`config.mk`:
```
export PLATFORM = sky130hd
export DESIGN_NAME = divider_rr_scheduler
export DESIGN_NICKNAME = d
export VERILOG_FILES = /design/src/rtl/divider_rr_scheduler.sv
export SDC_FILE = /design/constraint.sdc
export NUM_CORES = 1
export LEC_CHECK = 0
export CAP_MARGIN = 20
export CORE_ASPECT_RATIO = 1.2
export CORE_UTILIZATION = 40
export DETAILED_ROUTE_END_ITERATION = 8
export PLACE_DENSITY_LB_ADDON = 0.2
export SLEW_MARGIN = 20
export SYNTH_ARGS = -nofsm -noshare
export SYNTH_HDL_FRONTEND = slang
export SYNTH_SLANG_ARGS = --single-unit
```
`constraint.sdc`:
```
create_clock -name clk -period 2.6 [get_ports clk]
set_input_delay 0.26 -clock clk [delete_from_list [all_inputs] [get_ports clk]]
set_output_delay 0.26 -clock clk [all_outputs]
set_load 0.005 [all_outputs]
```
`src/rtl/divider_rr_scheduler.sv`:
```
// divider_rr_scheduler
//   Repetitive-subtraction divider shared by two requesters through a
//   round-robin arbiter. One subtraction per clock and one division in
//   flight. Each result comes back on a single response port, tagged with
//   the ID of the requester that issued it.
//
//   State table:
//     state | meaning
//     IDLE  | no operation; arbitrate and accept a request
//     SUB   | subtract the divisor from the remainder once per cycle
//     DONE  | result presented; wait for resp_ready
//
// Ports:
//   clk, rst_n                 clock, async active-low reset
//   req{0,1}_valid/_ready      request handshake per requester
//   req{0,1}_dividend/_divisor request operands
//   resp_valid/resp_ready      response handshake
//   resp_id                    requester that owns the result
//   quotient, remainder        result
//   div_by_zero                divisor was zero
//   busy                       state is not IDLE
module divider_rr_scheduler #(
    parameter int WIDTH = 8
) (
    input  logic             clk,
    input  logic             rst_n,
    input  logic             req0_valid,
    output logic             req0_ready,
    input  logic [WIDTH-1:0] req0_dividend,
    input  logic [WIDTH-1:0] req0_divisor,
    input  logic             req1_valid,
    output logic             req1_ready,
    input  logic [WIDTH-1:0] req1_dividend,
    input  logic [WIDTH-1:0] req1_divisor,
    output logic             resp_valid,
    input  logic             resp_ready,
    output logic             resp_id,
    output logic [WIDTH-1:0] quotient,
    output logic [WIDTH-1:0] remainder,
    output logic             div_by_zero,
    output logic             busy
);

    typedef enum logic [1:0] {IDLE, SUB, DONE} state_t;

    state_t           state_q, state_d;
    logic [WIDTH-1:0] rem_q, rem_d;
    logic [WIDTH-1:0] dvs_q, dvs_d;
    logic [WIDTH-1:0] quo_q, quo_d;
    logic             id_q, id_d;
    logic             last_q, last_d;
    logic             dbz_q, dbz_d;

    logic             sel;
    logic [WIDTH-1:0] sel_dividend;
    logic [WIDTH-1:0] sel_divisor;

    always_ff @(posedge clk or negedge rst_n) begin
        if (!rst_n) begin
            state_q <= IDLE;
            rem_q   <= '0;
            dvs_q   <= '0;
            quo_q   <= '0;
            id_q    <= 1'b0;
            last_q  <= 1'b1;    // port 0 wins the first tie
            dbz_q   <= 1'b0;
        end else begin
            state_q <= state_d;
            rem_q   <= rem_d;
            dvs_q   <= dvs_d;
            quo_q   <= quo_d;
            id_q    <= id_d;
            last_q  <= last_d;
            dbz_q   <= dbz_d;
        end
    end

    always_comb begin
        state_d = state_q;
        rem_d   = rem_q;
        dvs_d   = dvs_q;
        quo_d   = quo_q;
        id_d    = id_q;
        last_d  = last_q;
        dbz_d   = dbz_q;

        // A tie goes to the port not granted last; a lone requester always wins.
        req0_ready = (state_q == IDLE) && req0_valid && (!req1_valid || last_q);
        req1_ready = (state_q == IDLE) && req1_valid && (!req0_valid || !last_q);

        sel          = req1_ready;
        sel_dividend = sel ? req1_dividend : req0_dividend;
        sel_divisor  = sel ? req1_divisor  : req0_divisor;

        case (state_q)
            IDLE: begin
                if (req0_ready || req1_ready) begin
                    rem_d  = sel_dividend;
                    dvs_d  = sel_divisor;
                    id_d   = sel;
                    last_d = sel;
                    if (sel_divisor == '0) begin
                        quo_d   = '1;
                        dbz_d   = 1'b1;
                        state_d = DONE;
                    end else begin
                        quo_d   = '0;
                        dbz_d   = 1'b0;
                        state_d = SUB;
                    end
                end
            end
            SUB: begin
                if (rem_q >= dvs_q) begin
                    rem_d = rem_q - dvs_q;
                    quo_d = quo_q + WIDTH'(1);
                end else begin
                    state_d = DONE;
                end
            end
            DONE: begin
                if (resp_ready) begin
                    state_d = IDLE;
                end
            end
            default: state_d = IDLE;
        endcase
    end

    assign resp_valid  = (state_q == DONE);
    assign busy        = (state_q != IDLE);
    assign resp_id     = id_q;
    assign quotient    = quo_q;
    assign remainder   = rem_q;
    assign div_by_zero = dbz_q;

endmodule

```
* Yosys cells after proc, flatten, opt, wreduce, memory -nomap -nowiden *
Index checks and enable logic that the tools add are counted.

cells by class
  add/subtract/negate cells = 2
  magnitude comparators = 1
  equality and inequality tests = 6
  muxes and demuxes = 15
  reductions and logical operators = 17

operator list
  cell                   number
  $mux W8                7
  $pmux W8 S2            2
  $add A8 B1 Y8 const B  1
  $ge A8 B8 Y1           1
  $logic_not A8 Y1       1
  $mux W2                4
  $sub A8 B8 Y8          1
  $pmux W2 S3            1
  $reduce_and A3 Y1      2
  $logic_and A1 B1 Y1    4
  $ne A2 B1 Y1 const B   2
  $ne A2 B2 Y1 const B   2
  $reduce_bool A2 Y1     2
  $logic_not A1 Y1       3
  $logic_or A1 B1 Y1     3
  $eq A2 B1 Y1 const B   1
  $eq A2 B2 Y1 const B   1
  $logic_not A2 Y1       1
  $reduce_and A2 Y1      1
  $mux W1                1

word-level totals
  register bits after elaboration = 29
  bits of input ports = 37
  output and inout port bits = 22
  word-level logic and storage cells = 48

* Logic depth before layout (Yosys ltp) *
Gate-level depths: netlist of the first run.

  depth after elaboration = 8
  mapped depth = 12
  mapped depth without buffers = 10

* Worst setup path before layout of the first run *
OpenSTA, ideal clock, no wires.

  path type = reg2reg
  from = reg rem_q[0] (netlist: remainder[0])
  to = reg rem_q[6] (netlist: remainder[6])
  setup time = 133 ps
  arrival time = 1999 ps
  data required time = 2467 ps
  slack = 468 ps
  stages on the path, launching flop included = 13
  path buffers = 2
  period minus slack after synthesis = 2132 ps
  cells stage by stage = dfrtp_1 -> inv_1 -> ha_1 -> inv_1 -> fa_1 -> nand3_1 -> a311oi_1 -> o21a_2 -> or2_1 -> buf_6 -> buf_8 -> nor2_2 -> a21oi_2

between the ends
  longest elaborated chain between the ends = 3
  elaborated cells between the ends (all ways) = 6
  classes of those cells = 1 x add/sub; 1 x order compare; 1 x eq/ne; 2 x mux; 1 x reduce/logical

RTL lines
  element                                                  RTL line  text
  start, declared                                          47        logic [WIDTH-1:0] rem_q, rem_d;
  start signal, assigned                                   69        rem_q <= rem_d;
  $sub A8 B8 Y8 / $ge A8 B8 Y1 (equally long branches)     115, 114
  $mux W8 / $ne A2 B2 Y1 (equally long branches)           -
  $pmux W8 S2 / $reduce_and A3 Y1 (equally long branches)  -

Several ways; a longest one is shown, not always the timed one. The select of a mux whose other input is x is not followed.
A chain may end at the register's enable or synchronous reset.

* Worst setup path after layout of the first run *
  from = reg rem_q[0] (netlist: remainder[0])
  to = reg quo_q[2] (netlist: quotient[2])

between the ends
  longest elaborated chain between the ends = 3

RTL lines
  element                      RTL line  text
  $ge A8 B8 Y1                 114       if (rem_q >= dvs_q) begin
  $ne A2 B2 Y1 (no line)       -
  $reduce_and A3 Y1 (no line)  -
  end signal, assigned         71        quo_q <= quo_d;
  end, declared                49        logic [WIDTH-1:0] quo_q, quo_d;

No other way between the ends.

==> out/qor.yml, run 1 <==
outcome:
  status: "finished, final reports clean"
sta:
  layout_min_cycle_time_ns: 2.39
  drv_slew: 0
  rsz0062_at_grt: "false"
  max_freq_mhz: 419
  hold_viol: 0
  finalSetupTns_ns: 0
  worst_pin_slew_ns: 0.639
  skew_ns: 0.00467
  period_share_pct: 91.8
  maxSlewHeadroom_pct: 57.4
  finalSetupViolCount: 0
clock_tree:
  cts-htree-levels: 2
  cts.path.max_buffers: 2
  cts_buffers: 5
  cts_root_buf: "clkbuf_8"
  clock_latency_ns: 0.28
  cts.clk_slew.worst_paths_ns: 0.07
  cts_tree: "built"
  numClockSinks: 29
  post-cts-setup-buffer-count: 0
  holdBufCountCts: 0
  cts_resized: 0
setup_path:
  crit_fanout: 18
  cp.arrival_ns: 2.60
  end_kind: "flop"
  worstPathRequired_ns: 2.81
  start_kind: "flop"
  path_class: "flop to flop"
power:
  powerDensity_mw_per_mm2: 1270
  max-vdd-ir-drop_uv: 491
  p_leak_uw: 0.00124
global_route:
  grt_usage_pct: 19.6
  grt_max_degree: 30
  grt_pass1_vias: 1680
  antenna_found_initial: 0
  grt_pass1_wl_mm: 7.60
  overflow: 0
die:
  initial_core_util_pct: 41.7
  die_x_microns: 65.2
  rows: 27
  io_pins: 59
  dieArea_sq_mm: 0.00507
  die_h_microns: 77.8
  fp.coreArea_sq_mm: 0.00459
synth:
  synth_nets: 268
  ys_types: 40
  syn_area_per_cell_sq_um: 8.67
  synth_area_sq_mm: 0.00192
  ys_ff_latch: 29
  synthCells: 221
  synth_top_family_by_area: "compound AO/OA/AOI/OAI gates"
  synthAdderAreaFrac_pct: 6.92
  synth-xor-area-share_pct: 2.28
  synthMuxAreaShare_pct: 10.1
  synth_compound_area_share_pct: 19.7
  yosys.area_share.simple_pct: 16.5
  yosysSeqAreaShare_pct: 37.9
  ys_warn_count: 0
placement:
  place_hpwl_mm: 3.45
  portBuffers: 58
  place_congestion: 0.812
cells_and_area:
  antenna_cells: 0
  nFillCells: 439
  drive_above_1_share_pct: 9.22
  nets: 328
  syn2layout_area_growth_pct: 38.4
  post-route-util_pct: 57.7
run:
  maxCapViolCount: 0
routing:
  first_pass_iters: 4
  drtIter0Drc: 164
  via_per_inst: 5.18
  drt-total-wl_mm: 4.50
  num_vias: 1761
  remaining_drc_errors: 0
  ant_nets: 0
  wl_per_cell_microns: 13.2
min_path:
  hold_class: "input port to asynchronous set/reset pin"
==> logic make-up (layout without fill, tap and decap cells) <==
logic type / after synthesis / count (layout)
and+or+nand+nor: 69 / 69
muxes: 18 / 18
adders and majority gates: 10 / 10
xor gates and xnor gates: 5 / 5
buffers and inverters: 25 / 86
AOI/OAI and AO/OA: 65 / 65
DFF: 29 / 29
==> synthesized netlist by cell type (all sizes together) <==
library cell	n	area, sq um
a21o	2	15.0
a21oi	37	196
a311oi	1	8.76
a31oi	2	12.5
a41o	1	11.3
and2b	1	7.51
buf	8	61.3
clkbuf	2	7.51
dfrtp	28	701
dfstp	1	26.3
fa	1	20.0
ha	9	113
inv	15	56.3
mux2	1	11.3
mux2i	17	183
nand2	28	105
nand2b	3	18.8
nand3	9	50.1
nand4	2	12.5
nor2	20	80.1
nor4	4	25.0
o21a	1	8.76
o21ai	15	78.8
o21bai	1	7.51
o22ai	1	6.26
o311ai	1	8.76
o31ai	2	15.0
o32ai	1	8.76
or2	1	6.26
or2b	1	11.3
xnor2	2	17.5
xor2	3	26.3
==> path summary, 6_finish.rpt <==
kind                                          start                 endpoint  slack (ns)  cells after the start
hold / removal                                rst_n  quotient[5]$_DFFE_PN0P_        0.37                      2
hold reg to reg                  last_q$_DFFE_PN1P_       last_q$_DFFE_PN1P_        0.47                      2
setup reg to reg           remainder[0]$_DFFE_PN0P_  quotient[2]$_DFFE_PN0P_        0.21                     10
min in group clk                 last_q$_DFFE_PN1P_       last_q$_DFFE_PN1P_        0.47                      2
setup / recovery           remainder[0]$_DFFE_PN0P_  quotient[2]$_DFFE_PN0P_        0.21                     10
max in group asynchronous                     rst_n       last_q$_DFFE_PN1P_        1.91                      2
==> placed cells by master (no fill, tap or decap), types with 2 or more instances in the layout <==
| cell type | netlist | layout |
|---|---|---|
| o21ai_0 | 14 | 14 |
| nand4_1 | 2 | 2 |
| nor4_1 | 4 | 4 |
| a31oi_1 | 2 | 2 |
| clkdlybuf4s50_1 | 0 | 58 |
| inv_1 | 15 | 15 |
| clkbuf_8 | 0 | 7 |
| a21oi_1 | 34 | 34 |
| ha_1 | 9 | 9 |
| xor2_1 | 3 | 3 |
| nand2_1 | 28 | 28 |
| nor2_1 | 18 | 18 |
| buf_4 | 0 | 4 |
| a21o_1 | 2 | 2 |
| mux2i_1 | 16 | 16 |
| nand2b_1 | 3 | 3 |
| dfrtp_1 | 28 | 28 |
| o31ai_1 | 2 | 2 |
| xnor2_1 | 2 | 2 |
| nor2_2 | 2 | 2 |
| a21oi_2 | 3 | 3 |
| nand3_1 | 8 | 8 |
==> per-layer routing <==
layer,routed length [microns],track usage (%)
met1,1970,24.2
met2,2240,32.8
met3,231,5.15
met4,51,5.87
met5,0,0
==> per-stage QoR <==
step                setup WS, ns  hold WS (ns)  area, sq um  total power [uW]  cells
detailed placement         0.187         0.458         2550              2970    332
global route              0.0187         0.414         2650              3700    340
CTS                        0.178         0.384         2650              3400    340
global placement           0.226         0.455         2550              2940    332
floorplan                  0.468       -0.0356         1920              2330    221
finish                     0.214         0.371         2650              3370    340
==> power breakdown <==
| part | switching [uW] | internal (uW) | total, uW | leakage [uW] |
|---|---|---|---|---|
| combinational | 1060 | 1000 | 2070 | 0.000842 |
| sequential | 200 | 690 | 890 | 0.000343 |
| clock | 178 | 239 | 417 | 0.0000542 |
| total | 1440 | 1930 | 3370 | 0.00124 |
==> area by class of cell <==
cell class / instances / area (sq um) / area share, %
tap: 58 / 72.6 / 2.74
sequential: 29 / 727 / 27.4
multi-input combinational: 167 / 1060 / 40.1
timing repair buffer: 63 / 631 / 23.8
clock buffer: 7 / 96.3 / 3.63
clock inverter: 1 / 5.00 / 0.189
inverter: 15 / 56.3 / 2.12
==> critical path, stage by stage, from the launching register on <==
cell      delay (ns)
dfrtp_1         0.34
inv_1           0.06
ha_1            0.19
inv_1           0.08
fa_1            0.20
nand3_1         0.09
a311oi_1        0.29
o21a_2          0.20
or2_1           0.52
o21ai_0         0.19
a21oi_1         0.17
==> state kept, by name (all words and copies together) (netlist names) <==
signal and count:
last_q 1, remainder 8, dvs_q 8, state_q 2
quotient 8, resp_id 1, div_by_zero 1
Power figures use the tool's default switching activity.
==> inputs of run 2 (changes only) <==
--- a/config.mk
+++ b/config.mk
@@ -8,7 +8,9 @@
 export CAP_MARGIN = 20
 export CORE_ASPECT_RATIO = 1.2
 export CORE_UTILIZATION = 40
+export CTS_CLUSTER_SIZE = 28
 export DETAILED_ROUTE_END_ITERATION = 8
+export MAX_ROUTING_LAYER = met4
 export PLACE_DENSITY_LB_ADDON = 0.2
 export SLEW_MARGIN = 20
 export SYNTH_ARGS = -nofsm -noshare
==> out/qor.yml, run 2 (same netlist as run 1, synthesis figures left out) <==
routing:
  ant_nets: 0  # unchanged
  first_pass_iters: 4  # unchanged
  num_vias: 1762  # +0.057%
  remaining_drc_errors: 0  # unchanged
  drt-total-wl_mm: 4.50  # unchanged
  via_per_inst: 5.18  # about the same
  drtIter0Drc: 164  # unchanged
  wl_per_cell_microns: 13.2  # unchanged
die:
  die_h_microns: 77.8  # unchanged
  initial_core_util_pct: 41.7  # unchanged
  dieArea_sq_mm: 0.00507  # unchanged
  rows: 27  # unchanged
  io_pins: 59  # unchanged
  die_x_microns: 65.2  # unchanged
  fp.coreArea_sq_mm: 0.00459  # unchanged
sta:
  max_freq_mhz: 419  # unchanged
  hold_viol: 0  # unchanged
  period_share_pct: 91.8  # unchanged
  maxSlewHeadroom_pct: 57.4  # unchanged
  holdWs_ns: 0.371  # unchanged
  finalSetupTns_ns: 0  # unchanged
  rsz0062_at_grt: "false"
  finalSetupViolCount: 0  # unchanged
  drv_slew: 0  # unchanged
  skew_ns: 0.00467  # unchanged
  setup_ws_ns: 0.214  # unchanged
  layout_min_cycle_time_ns: 2.39  # unchanged
  worst_pin_slew_ns: 0.639  # unchanged
placement:
  place_hpwl_mm: 3.45  # unchanged
  dp_slack_ns: 0.187  # unchanged
  dp_cells: 332  # unchanged
  place_congestion: 0.824  # +1.5%
  portBuffers: 58  # unchanged
cells_and_area:
  finalNonFillerCells: 340  # unchanged
  drive_above_1_share_pct: 9.22  # unchanged
  final_common_cell: "clkdlybuf4s50_1"
  antenna_cells: 0  # unchanged
  final_cell_mix: "58 x clkdlybuf4s50_1, 34 x a21oi_1, 28 x nand2_1, 28 x dfrtp_1, 18 x nor2_1"
  nets: 328  # unchanged
  syn2layout_area_growth_pct: 38.4  # unchanged
power:
  switching_power_uw: 1440  # about the same
  combPwrFrac_pct: 61.3  # about the same
  powerDensity_mw_per_mm2: 1270  # about the same
  clockPowerShare_pct: 12.4  # about the same
  swShare_pct: 42.7  # about the same
  max-vdd-ir-drop_uv: 491  # about the same
  power_frac_seq_pct: 26.4  # about the same
  p_leak_uw: 0.00124  # unchanged
  p_int_uw: 1930  # unchanged
setup_path:
  worst-path-stages: 10  # unchanged
  worstPathRequired_ns: 2.81  # about the same
  r2r_cells: 10  # unchanged
  cp.buffers_inverters: 2  # unchanged
  critPathSlowestCell: "or2_1"
  path_class: "flop to flop"
  critPathMaxStageDelay_ns: 0.52  # about the same
  end_kind: "flop"
  start_kind: "flop"
  critical_path.most_common_cell: "inv_1"
  crit_start: "remainder[0]$_DFFE_PN0P_"
  cp.arrival_ns: 2.60  # about the same
  crit_fanout: 18  # unchanged
  critical-path-top-delay-family: "compound AO/OA/AOI/OAI gates"
  worstPathCellList: "inv_1 > ha_1 > inv_1 > fa_1 > nand3_1 > a311oi_1 > o21a_2 > or2_1 > o21ai_0 > a21oi_1"
  r2r_start: "remainder[0]$_DFFE_PN0P_"
clock_tree:
  cts_root_buf: "clkbuf_8"
  cts_buffers: 5  # unchanged
  cts_tree: "built"
  cts.path.max_buffers: 2  # unchanged
  clock_latency_ns: 0.28  # about the same
  post-cts-setup-buffer-count: 0  # unchanged
  numClockSinks: 29  # unchanged
  cts-htree-levels: 2  # unchanged
  cts.clk_slew.worst_paths_ns: 0.07  # about the same
  holdBufCountCts: 0  # unchanged
  cts_resized: 0  # unchanged
global_route:
  grt_usage_pct: 20.1  # +0.54 points
  grt_pass1_wl_mm: 7.60  # about the same
  grt_pass1_vias: 1681  # +0.060%
  grt_max_degree: 30  # unchanged
  antenna_found_initial: 0  # unchanged
  overflow: 0  # unchanged
min_path:
  hold_class: "input port to asynchronous set/reset pin"
outcome:
  status: "finished, final reports clean"
run:
  maxCapViolCount: 0  # unchanged
[run 2: per-layer routing]
| layer | up-vias | wire, microns | track usage, % |
|---|---|---|---|
| li1 | 895 | - | - |
| met1 | 803 | 1990 | 24.4 |
| met2 | 58 | 2240 | 32.8 |
| met3 | 6 | 218 | 4.85 |
| met4 | 0 | 51 | 5.87 |
| met5 | - | 0 | - |
[run 2: path summary, 6_finish.rpt]
| kind | end | slack [ns] |
|---|---|---|
| hold reg to reg | last_q$_DFFE_PN1P_ | 0.47 |
| max in group asynchronous | last_q$_DFFE_PN1P_ | 1.91 |
| setup reg to reg | quotient[2]$_DFFE_PN0P_ | 0.21 |
| hold / removal | quotient[5]$_DFFE_PN0P_ | 0.37 |
| setup / recovery | quotient[2]$_DFFE_PN0P_ | 0.21 |
| min in group clk | last_q$_DFFE_PN1P_ | 0.47 |
[run 2: area by class of cell]
class                           instances  area (sq um)
Fill cell                             439          1940
Multi-Input combinational cell        167          1060
Sequential cell                        29           727
Timing Repair Buffer                   63           631
Clock buffer                            7          96.3
Tap cell                               58          72.6
Inverter                               15          56.3
Clock inverter                          1          5.00
[run 2: power groups by stage]
stage	Sequential [uW]	Combinational, uW	Clock, uW
2_1_floorplan	863	1460	0
5_1_grt	923	2320	449
6_report	890	2070	417
3_3_place_gp	892	2050	0
4_1_cts	892	2090	426
3_5_place_dp	899	2070	0
[run 2: stage by stage]
step | power (uW) | area, sq um | util [%]
4_1_cts | 3400 | 2650 | 57.7
5_1_grt | 3700 | 2650 | 57.7
3_3_place_gp | 2940 | 2550 | 55.5
2_1_floorplan | 2330 | 1920 | -
6_report | 3370 | 2650 | 57.7
3_5_place_dp | 2970 | 2550 | 55.5
